[src/rtl/cam_capture_stream.sv]
// cam_capture_stream: OV7670-class parallel camera capture into a tagged valid/ready pixel stream.
// Optional build macro CAM_CAPTURE_DECIMATE_EN adds a decimate input (keep even x / even y only).
module cam_capture_stream #(
   parameter int unsigned DATA_W        = 8,
   parameter int unsigned BYTES_PER_PIX = 2,
   parameter int unsigned FIFO_DEPTH    = 8,
   parameter int unsigned XCLK_DIV      = 1,
   parameter int unsigned MAX_W         = 640,
   parameter int unsigned MAX_H         = 480
) (
   input  logic                            clk,
   input  logic                            reset_n,
   input  logic                            enable,
`ifdef CAM_CAPTURE_DECIMATE_EN
   input  logic                            decimate,
`endif
   input  logic                            cam_pclk,
   input  logic                            cam_vsync,
   input  logic                            cam_href,
   input  logic [DATA_W-1:0]               cam_data,
   output logic                            cam_xclk,
   output logic [DATA_W*BYTES_PER_PIX-1:0] pix_data,
   output logic [$clog2(MAX_W)-1:0]        pix_x,
   output logic [$clog2(MAX_H)-1:0]        pix_y,
   output logic                            pix_sof,
   output logic                            pix_eol,
   output logic                            pix_valid,
   input  logic                            pix_ready,
   output logic [15:0]                     frame_count,
   output logic                            overflow,
   input  logic                            overflow_clr
);

   localparam int unsigned PIX_W = DATA_W * BYTES_PER_PIX;
   localparam int unsigned X_W   = $clog2(MAX_W);
   localparam int unsigned Y_W   = $clog2(MAX_H);
   localparam int unsigned XC_W  = $clog2(MAX_W + 1);
   localparam int unsigned YC_W  = $clog2(MAX_H + 1);
   localparam int unsigned BI_W  = (BYTES_PER_PIX > 1) ? $clog2(BYTES_PER_PIX) : 1;
   localparam int unsigned DIV_W = (XCLK_DIV > 1) ? $clog2(XCLK_DIV) : 1;
   localparam int unsigned AW    = $clog2(FIFO_DEPTH);
   localparam int unsigned CW    = AW + 1;
   localparam int unsigned ENT_W = PIX_W + X_W + Y_W + 2;

   localparam logic [1:0] S_IDLE    = 2'd0;
   localparam logic [1:0] S_ARMED   = 2'd1;
   localparam logic [1:0] S_CAPTURE = 2'd2;

   // Sensor master clock, free-running from reset
   logic [DIV_W-1:0] div_q;
   logic             xclk_q;

   always_ff @(posedge clk or negedge reset_n) begin
      if (!reset_n) begin
         div_q  <= '0;
         xclk_q <= 1'b0;
      end else if (div_q == DIV_W'(XCLK_DIV - 1)) begin
         div_q  <= '0;
         xclk_q <= ~xclk_q;
      end else begin
         div_q  <= div_q + DIV_W'(1);
      end
   end

   assign cam_xclk = xclk_q;

   // Input synchronisers; pclk carries one extra stage for edge detection
   logic [2:0]        pclk_s_q;
   logic [1:0]        vsync_s_q, href_s_q;
   logic [DATA_W-1:0] data_s1_q, data_s2_q;
   logic              vsync_p_q, href_p_q;

   always_ff @(posedge clk or negedge reset_n) begin
      if (!reset_n) begin
         pclk_s_q  <= '0;
         vsync_s_q <= '0;
         href_s_q  <= '0;
         data_s1_q <= '0;
         data_s2_q <= '0;
         vsync_p_q <= 1'b0;
         href_p_q  <= 1'b0;
      end else begin
         pclk_s_q  <= {pclk_s_q[1:0], cam_pclk};
         vsync_s_q <= {vsync_s_q[0], cam_vsync};
         href_s_q  <= {href_s_q[0], cam_href};
         data_s1_q <= cam_data;
         data_s2_q <= data_s1_q;
         vsync_p_q <= vsync_s_q[1];
         href_p_q  <= href_s_q[1];
      end
   end

   logic pclk_rise_c, vsync_rise_c, vsync_fall_c, href_fall_c;
   assign pclk_rise_c  = pclk_s_q[1] & ~pclk_s_q[2];
   assign vsync_rise_c = vsync_s_q[1] & ~vsync_p_q;
   assign vsync_fall_c = ~vsync_s_q[1] & vsync_p_q;
   assign href_fall_c  = ~href_s_q[1] & href_p_q;

   logic [1:0]       state_q, state_d;
   logic [XC_W-1:0]  x_q, x_d;
   logic [YC_W-1:0]  y_q, y_d;
   logic [BI_W-1:0]  bidx_q, bidx_d;
   logic [PIX_W-1:0] acc_q, acc_d;
   logic             line_pix_q, line_pix_d;
   logic             sof_pend_q, sof_pend_d;
   logic             hold_vld_q, hold_vld_d;
   logic [ENT_W-1:0] hold_ent_q, hold_ent_d;
   logic [15:0]      frame_cnt_q, frame_cnt_d;
   logic             push_c, keep_c;
   logic [ENT_W-1:0] push_ent_c;
   logic [X_W-1:0]   new_x_c;
   logic [Y_W-1:0]   new_y_c;
`ifdef CAM_CAPTURE_DECIMATE_EN
   logic             decim_q, decim_d;
`endif

   always_ff @(posedge clk or negedge reset_n) begin
      if (!reset_n) begin
         state_q     <= S_IDLE;
         x_q         <= '0;
         y_q         <= '0;
         bidx_q      <= '0;
         acc_q       <= '0;
         line_pix_q  <= 1'b0;
         sof_pend_q  <= 1'b0;
         hold_vld_q  <= 1'b0;
         hold_ent_q  <= '0;
         frame_cnt_q <= '0;
`ifdef CAM_CAPTURE_DECIMATE_EN
         decim_q     <= 1'b0;
`endif
      end else begin
         state_q     <= state_d;
         x_q         <= x_d;
         y_q         <= y_d;
         bidx_q      <= bidx_d;
         acc_q       <= acc_d;
         line_pix_q  <= line_pix_d;
         sof_pend_q  <= sof_pend_d;
         hold_vld_q  <= hold_vld_d;
         hold_ent_q  <= hold_ent_d;
         frame_cnt_q <= frame_cnt_d;
`ifdef CAM_CAPTURE_DECIMATE_EN
         decim_q     <= decim_d;
`endif
      end
   end

   // Frame FSM and pixel assembly; one held pixel lets eol be known when it is pushed
   always_comb begin
      state_d     = state_q;
      x_d         = x_q;
      y_d         = y_q;
      bidx_d      = bidx_q;
      acc_d       = acc_q;
      line_pix_d  = line_pix_q;
      sof_pend_d  = sof_pend_q;
      hold_vld_d  = hold_vld_q;
      hold_ent_d  = hold_ent_q;
      frame_cnt_d = frame_cnt_q;
      push_c      = 1'b0;
      push_ent_c  = hold_ent_q;
      keep_c      = (x_q < XC_W'(MAX_W)) && (y_q < YC_W'(MAX_H));
      new_x_c     = X_W'(x_q);
      new_y_c     = Y_W'(y_q);
`ifdef CAM_CAPTURE_DECIMATE_EN
      decim_d     = decim_q;
      if (decim_q) begin
         keep_c  = keep_c && !x_q[0] && !y_q[0];
         new_x_c = X_W'(x_q >> 1);
         new_y_c = Y_W'(y_q >> 1);
      end
`endif
      case (state_q)
         S_IDLE: begin
            if (vsync_s_q[1]) state_d = S_ARMED;
         end
         S_ARMED: begin
            if (vsync_fall_c && enable) begin
               state_d    = S_CAPTURE;
               x_d        = '0;
               y_d        = '0;
               bidx_d     = '0;
               line_pix_d = 1'b0;
               sof_pend_d = 1'b1;
               hold_vld_d = 1'b0;
`ifdef CAM_CAPTURE_DECIMATE_EN
               decim_d    = decimate;
`endif
            end
         end
         S_CAPTURE: begin
            if (vsync_rise_c) begin
               state_d     = S_ARMED;
               frame_cnt_d = frame_cnt_q + 16'd1;
               push_c      = hold_vld_q;
               push_ent_c  = {hold_ent_q[ENT_W-1:1], 1'b1};
               hold_vld_d  = 1'b0;
            end else if (href_fall_c) begin
               push_c     = hold_vld_q;
               push_ent_c = {hold_ent_q[ENT_W-1:1], 1'b1};
               hold_vld_d = 1'b0;
               x_d        = '0;
               bidx_d     = '0;
               line_pix_d = 1'b0;
               if (line_pix_q && (y_q != YC_W'(MAX_H))) y_d = y_q + YC_W'(1);
            end else if (pclk_rise_c && href_s_q[1]) begin
               for (int b = 0; b < int'(BYTES_PER_PIX); b++) begin
                  if (bidx_q == BI_W'(b)) acc_d[(BYTES_PER_PIX-1-b)*DATA_W +: DATA_W] = data_s2_q;
               end
               if (bidx_q == BI_W'(BYTES_PER_PIX - 1)) begin
                  bidx_d     = '0;
                  line_pix_d = 1'b1;
                  if (x_q != XC_W'(MAX_W)) x_d = x_q + XC_W'(1);
                  if (keep_c) begin
                     push_c     = hold_vld_q;
                     push_ent_c = hold_ent_q;
                     hold_vld_d = 1'b1;
                     hold_ent_d = {acc_d, new_x_c, new_y_c, sof_pend_q, 1'b0};
                     sof_pend_d = 1'b0;
                  end
               end else begin
                  bidx_d = bidx_q + BI_W'(1);
               end
            end
         end
         default: state_d = S_IDLE;
      endcase
   end

   // Output FIFO with a registered head so the stream outputs come straight from flops
   logic [ENT_W-1:0] mem_q [FIFO_DEPTH];
   logic [AW-1:0]    wr_ptr_q, wr_ptr_d, rd_ptr_q, rd_ptr_d;
   logic [CW-1:0]    cnt_q, cnt_d;
   logic [ENT_W-1:0] out_ent_q, head_c;
   logic             valid_q, overflow_q;
   logic             pop_c, full_c, push_ok_c, drop_c;

   always_comb begin
      pop_c     = valid_q & pix_ready;
      full_c    = (cnt_q == CW'(FIFO_DEPTH));
      push_ok_c = push_c & (~full_c | pop_c);
      drop_c    = push_c & full_c & ~pop_c;
      wr_ptr_d  = push_ok_c ? wr_ptr_q + AW'(1) : wr_ptr_q;
      rd_ptr_d  = pop_c ? rd_ptr_q + AW'(1) : rd_ptr_q;
      cnt_d     = cnt_q + CW'(push_ok_c) - CW'(pop_c);
      head_c    = (push_ok_c && (rd_ptr_d == wr_ptr_q)) ? push_ent_c : mem_q[rd_ptr_d];
   end

   always_ff @(posedge clk or negedge reset_n) begin
      if (!reset_n) begin
         for (int i = 0; i < int'(FIFO_DEPTH); i++) mem_q[i] <= '0;
         wr_ptr_q   <= '0;
         rd_ptr_q   <= '0;
         cnt_q      <= '0;
         out_ent_q  <= '0;
         valid_q    <= 1'b0;
         overflow_q <= 1'b0;
      end else begin
         if (push_ok_c) mem_q[wr_ptr_q] <= push_ent_c;
         wr_ptr_q <= wr_ptr_d;
         rd_ptr_q <= rd_ptr_d;
         cnt_q    <= cnt_d;
         valid_q  <= (cnt_d != '0);
         if (cnt_d != '0) out_ent_q <= head_c;
         if (drop_c)            overflow_q <= 1'b1;
         else if (overflow_clr) overflow_q <= 1'b0;
      end
   end

   assign {pix_data, pix_x, pix_y, pix_sof, pix_eol} = out_ent_q;
   assign pix_valid   = valid_q;
   assign overflow    = overflow_q;
   assign frame_count = frame_cnt_q;

endmodule

[config.mk]
export PLATFORM = sky130hd
export DESIGN_NAME = cam_capture_stream
export DESIGN_NICKNAME = d
export VERILOG_FILES = /design/src/rtl/cam_capture_stream.sv
export SDC_FILE = /design/constraint.sdc
export NUM_CORES = 1
export LEC_CHECK = 0
export ABC_AREA = 0
export CAP_MARGIN = 20
export CELL_PAD_IN_SITES_DETAIL_PLACEMENT = 1
export CELL_PAD_IN_SITES_GLOBAL_PLACEMENT = 1
export CORE_MARGIN = 4
export CORE_UTILIZATION = 50
export CTS_CLUSTER_DIAMETER = 50
export DETAILED_ROUTE_END_ITERATION = 8
export PLACE_DENSITY = 0.89
export SETUP_SLACK_MARGIN = 0.02
export SYNTH_ARGS = -nofsm -noshare
export SYNTH_HDL_FRONTEND = slang
export SYNTH_SLANG_ARGS = --single-unit
[constraint.sdc]
create_clock -name clk -period 5.5 [get_ports clk]
set_input_delay 1.65 -clock clk [delete_from_list [all_inputs] [get_ports clk]]
set_output_delay 1.65 -clock clk [all_outputs]
set_load 0.05 [all_outputs]
* Word-level counts from Yosys, hierarchy flattened
Index checks and enable logic that the tools add are counted.
** Word-level totals
- Register bits after elaboration :: 465
- Bits in read-only memories :: 0
- Memories :: 0
- Logic and storage cells :: 171
- Bits in writable memories :: 0
- Output and inout bits :: 56
- Bits in latches :: 0
- Input bits :: 16
** Operators by class
- Order comparisons :: 5
- Multiply operators :: 0
- Bitwise gates (word level) :: 20
- Equal/unequal tests :: 22
- Add/subtract/negate cells :: 9
- Shifts and indexed selects :: 0
- Reduce and logical (&&, ||, !) cells :: 20
- Divide/modulo/power cells :: 0
- Muxes and demuxes :: 62
** Operator list (number)
- 296-bit bitwise mux :: 1
- 37-bit two-way mux :: 4
- 37-bit binary-select mux with 3-bit select :: 1
- 37-bit demux with 3-bit select :: 1
- 10-bit two-way mux :: 6
- 9-bit two-way mux :: 4
- 1-bit two-way mux :: 32
- 2-bit != test (second input constant) :: 10
- 10-bit one-hot mux with 2 select lines :: 1
- 9-bit one-hot mux with 2 select lines :: 1
- 16-bit by 1-bit adder with 16-bit output (second input constant) :: 1
- 8-bit two-way mux :: 2
- 5-bit AND reduction :: 3
- 4-bit != test (second input constant) :: 3
- 6-bit AND reduction :: 2
- 10-bit by 1-bit adder with 10-bit output (second input constant) :: 1
- 10-bit less-than comparator (second input constant) :: 1
- 10-bit != test (second input constant) :: 1
- 9-bit by 1-bit adder with 9-bit output (second input constant) :: 1
- 9-bit less-than comparator (second input constant) :: 1
- 3-bit != test (second input constant) :: 3
- 9-bit != test (second input constant) :: 1
- 1-bit inverter :: 9
- 1-bit AND :: 8
- other kinds (24) :: 40

* Depth between registers and ports, before layout
- Depth after elaboration :: 12
- Mapped depth :: 15

* Worst setup path after synthesis
No wires, ideal clock.
- Kind :: input to register
- Start :: input port pix_ready
- End :: register out_ent_q[34]
- Setup time :: 0.141 ns
- Setup slack :: 1.583 ns
- Buffers on the path :: 2
- Data required time :: 5.359 ns
- Arrival time :: 3.777 ns
- Stages :: 12
- Cell sequence :: nand2_2 nand3_1 nand2_1 o21ai_0 ha_1 fa_1 xor2_1 or4_1 clkbuf_1 clkbuf_1 nor2_1 a31oi_1
** On the way
- Elaborated cells between the ends (all ways) :: 14
- Those cells by class :: add/sub (2); eq/ne (1); mux (5); bitwise (4); reduce/logical (2)
** RTL lines
- from (decl) :: line 28 : input logic pix_ready,
- 1-bit AND * :: line 240 : pop_c = valid_q & pix_ready;
- 1-bit bitwise OR :: line 242 : push_ok_c = push_c & (~full_c | pop_c);
- 1-bit AND :: line 242
- 4-bit by 1-bit adder with 4-bit output :: line 246 : cnt_d = cnt_q + CW'(push_ok_c) - CW'(pop_c);
- 4-bit by 1-bit subtractor with 4-bit output * :: line 246
- net cnt_d[2] :: line 234 : logic [CW-1:0] cnt_q, cnt_d;
- 4-bit nonzero test * :: line 265 : if (cnt_d != '0) out_ent_q <= head_c;
- to (signal assigned) :: line 256 : out_ent_q <= '0;
- to (signal assigned) :: line 265
- to (decl) :: line 235 : logic [ENT_W-1:0] out_ent_q, head_c;
Mark *: on every way through the listed nets, which the timed path passes. The rest lies on a longest branch. The select of a mux whose other input is x is not followed.
A chain may end at the register's enable or synchronous reset.

* Worst setup path after layout
- Start :: input port pix_ready
- End :: register out_ent_q[0]
Same word-level chain as after synthesis.

==> parameters.txt <==
Parameter                              Value

Die
  Core ar.    0.0400 sq mm
  Effective utilization at floorplan    50.9%
  Vertical die dimension    210 um
  I/O pin total    72
  Total Die Area    0.0440 sq mm
  Die Wd    210 um
  Number of cell rows    73

Placed design
  Count of buffers inserted at the top-level ports    71
  Post-Place Cell Area    0.0214 sq mm
  Final HPWL from detailed placement    31,800 um
  Placer congestion estimate    0.792
  Cell count after placement    2,248

Clocking
  Clk root buf    clkbuf_16
  CTS tree    yes
  Maximum level of the CTS H-tree    2
  Cts bufs inserted    52
  Clock Sinks    456
  Clock latency on the worst-skew pair    0.60 ns
  Post-CTS setup buffers    0
  Gates resized, CTS repair    0
  Clock-pin slew of the registers on the worst-case setup and hold paths    0.06 ns
  CTS Hold Bufs    0
  Maximum clock insertion buffer count    3

Detailed routing
  Total vias in the final route    14,500
  Iteration-0 DRC Markers    877
  Per-cell via count in the routed design    6.20
  Number of remaining DRC errors    0
  Routed length per placed instance    26.0 um
  Number of detailed-route iterations in the first pass    7
  Number of nets with antenna violations after detailed routing    0
  Post-Route WL    60,900 um

Layout
  Count of placed standard cells in the final layout, fillers left out    2,344
  Commonest non-fill, non-tap cell in the layout    dfrtp_1
  Share of post-route cells with drive strength above 1    26.6%
  Layout-stage area growth over the synthesis result    13.6%
  Post-route cell area    0.0231 sq mm
  Most frequent cells in the layout    456 x dfrtp_1, 333 x mux2_2, 298 x nand2_1, 89 x nand3_1, 78 x a31oi_1
  Antenna diodes    0
  Number of nets in the finished design    1,809

Synth
  Post-Synthesis Cells    1,763
  Largest cells by area after synthesis    dfrtp_1 56%, mux2_2 18%, nand2_1 5.5%, a31oi_1 2.4%, nand3_1 2.2%
  Yosys top cell area share    56.0%
  Synth Flop Type    dfrtp_1
  Number of storage elements in the synthesis netlist    456
  Sequential fraction of the synthesis area    56.0%
  Post-synth net total    1,795
  Post-synth design cell area    0.0204 sq mm
  Number of warnings issued by yosys    0
  Share of flip-flops with an asynchronous set or reset after synthesis    100%
  Top cell type by total area after synthesis    dfrtp_1
  Mean area per synthesized cell    11.5 sq um
  Number of different library cells in the post-synthesis netlist    58
  Number of enable-type register cells in the synthesized netlist    0

STA
  Transition at the pin with the smallest max-transition slack    0.986 ns
  Final number of hold-violating endpoints    0
  Setup TNS after final layout    0 ns
  Highest attainable clock frequency    220 MHz
  Unrepaired setup endpoints after global routing    no
  Number of endpoints failing setup at the final stage    0
  Worst clock skew    0.0250 ns
  Portion of the clock cycle consumed by the worst path in the final layout    82.8%
  Worst relative slew slack    34.3%
  Final Critical Period    4.55 ns
  Count of final max-slew check failures    0

Pwr
  Maximum vdd drop    330 uV
  Power per cell area    464 mW/mm^2
  Leak    10.9 nW

Global route
  Global routing met3 resource utilization    5.92%
  Met1 GRT Util    33.9%
  First-pass GRT wire length    96,200 um
  All-Layer GR Usage    27.6%
  Number of antenna violations at the first check in global routing    0
  Busiest layer in global routing    met2
  Via count of the first global-routing pass    16,600
  Maximum number of pins on one net before global-route repair    120
  Grt ovf    0
  Met2 Use GR    46.8%

Critical path
  Critical path start-end classification    input pin to flip-flop
  Critical path launch point type    input pin
  Category of the worst setup path capture point    flip-flop
  Data required, critical path    5.91 ns
  Largest fanout on the critical path    75
  Critical path data arrival time    4.96 ns

Status
  Run status    complete, no violations

Hold path
  Type of the worst min-delay path    flip-flop to flip-flop

Run
  Maximum Capacitance Violations    0
==> registers in the layout, summed over array words and instances, names as in the netlist, 2 cells and up <==
signal and cells:
out_ent_q 37, frame_count 16, cnt_q 4, mem_q 296
new_y_c 9, href_s_q 2, data_s2_q 8, state_q 2
data_s1_q 8, hold_ent_q 36, wr_ptr_q 3, acc_q 8
new_x_c 10, rd_ptr_q 3, vsync_s_q 2, pclk_s_q 3
==> logic make-up after synthesis <==
kind of cell,synth area share [%]
and+or+nand+nor,13.2
DFF,56.0
muxes,18.7
AOI/OAI and AO/OA,5.62
buffers and inverters,4.10
xor gates and xnor gates,1.33
adders and majority gates,1.02
==> report_power, final <==
part | total (mW) | internal [mW] | switching (mW) | leakage (nW)
Clock | 3.62 | 2.09 | 1.53 | 0.889
Sequential | 3.87 | 3.62 | 0.248 | 6.18
Combinational | 3.24 | 1.00 | 2.23 | 3.79
==> metal layers <==
layer / vias up / part of all wire, %
met5: - / 0
met4: 0 / 4.6
met1: 7578 / 40
met2: 536 / 50
li1: 6204 / -
met3: 209 / 5.9
==> worst paths after layout <==
path                                   start              end  slack [ns]  depth (start not counted)
worst max-delay path               pix_ready     out_ent_q[0]        0.95                         11
worst min-delay path            vsync_s_q[0]     vsync_s_q[1]        0.34                          0
worst max register to register    state_q[0]     out_ent_q[0]        1.32                         13
worst min register to register  vsync_s_q[0]     vsync_s_q[1]        0.34                          0
max in group asynchronous            reset_n    out_ent_q[28]        3.20                          2
min in group asynchronous            reset_n  frame_count[10]        1.13                          1
==> synth_stat cells, types with 3 or more instances <==
cell type,n
clkbuf_1,58
o22ai_1,3
xor2_1,10
buf_4,32
nand4_1,45
and3_1,42
a211oi_1,38
and3b_1,4
a31oi_1,78
or2_2,4
and2_1,5
or4_1,3
mux2_2,333
nand2_1,298
mux2i_1,5
xnor2_1,21
nor3_1,8
o21ai_0,19
nand3_1,91
buf_2,35
nor2_1,64
nand2b_1,3
buf_1,9
dfrtp_1,456
inv_1,21
a21o_1,3
a21oi_1,10
buf_6,8
ha_1,15
or3_1,3
==> area by class of cell <==
class,count,area [sq um]
inverter,21,81.3
clock buffer,59,1400
fill,4055,16900
timing repair buffer,102,1040
tap,525,657
clock inverter,37,375
sequential,456,11400
multi-input combinational,1144,8170
==> stage by stage <==
stage / total power, mW / worst slack (ns) / hold WS (ns) / util, %
2_1_floorplan: 5.87 / 1.58 / 0.331 / -
3_3_place_gp: 6.89 / 0.610 / 0.332 / 53.4
3_5_place_dp: 7.05 / 0.446 / 0.336 / 53.4
4_1_cts: 10.7 / 1.01 / 0.349 / 57.8
5_1_grt: 11.2 / 0.793 / 0.358 / 57.8
6_report: 10.7 / 0.947 / 0.343 / 57.8
==> worst max-delay path: stages <==
cell             delay [ns]
clkdlybuf4s50_1        0.61
nand2_2                0.18
nand3_1                0.16
nand2_1                0.06
o21ai_0                0.15
ha_1                   0.22
fa_1                   0.44
or4_2                  0.67
buf_4                  0.42
nor2_1                 0.28
a31oi_1                0.08
Note: power is estimated with default switching activity, not from simulation.
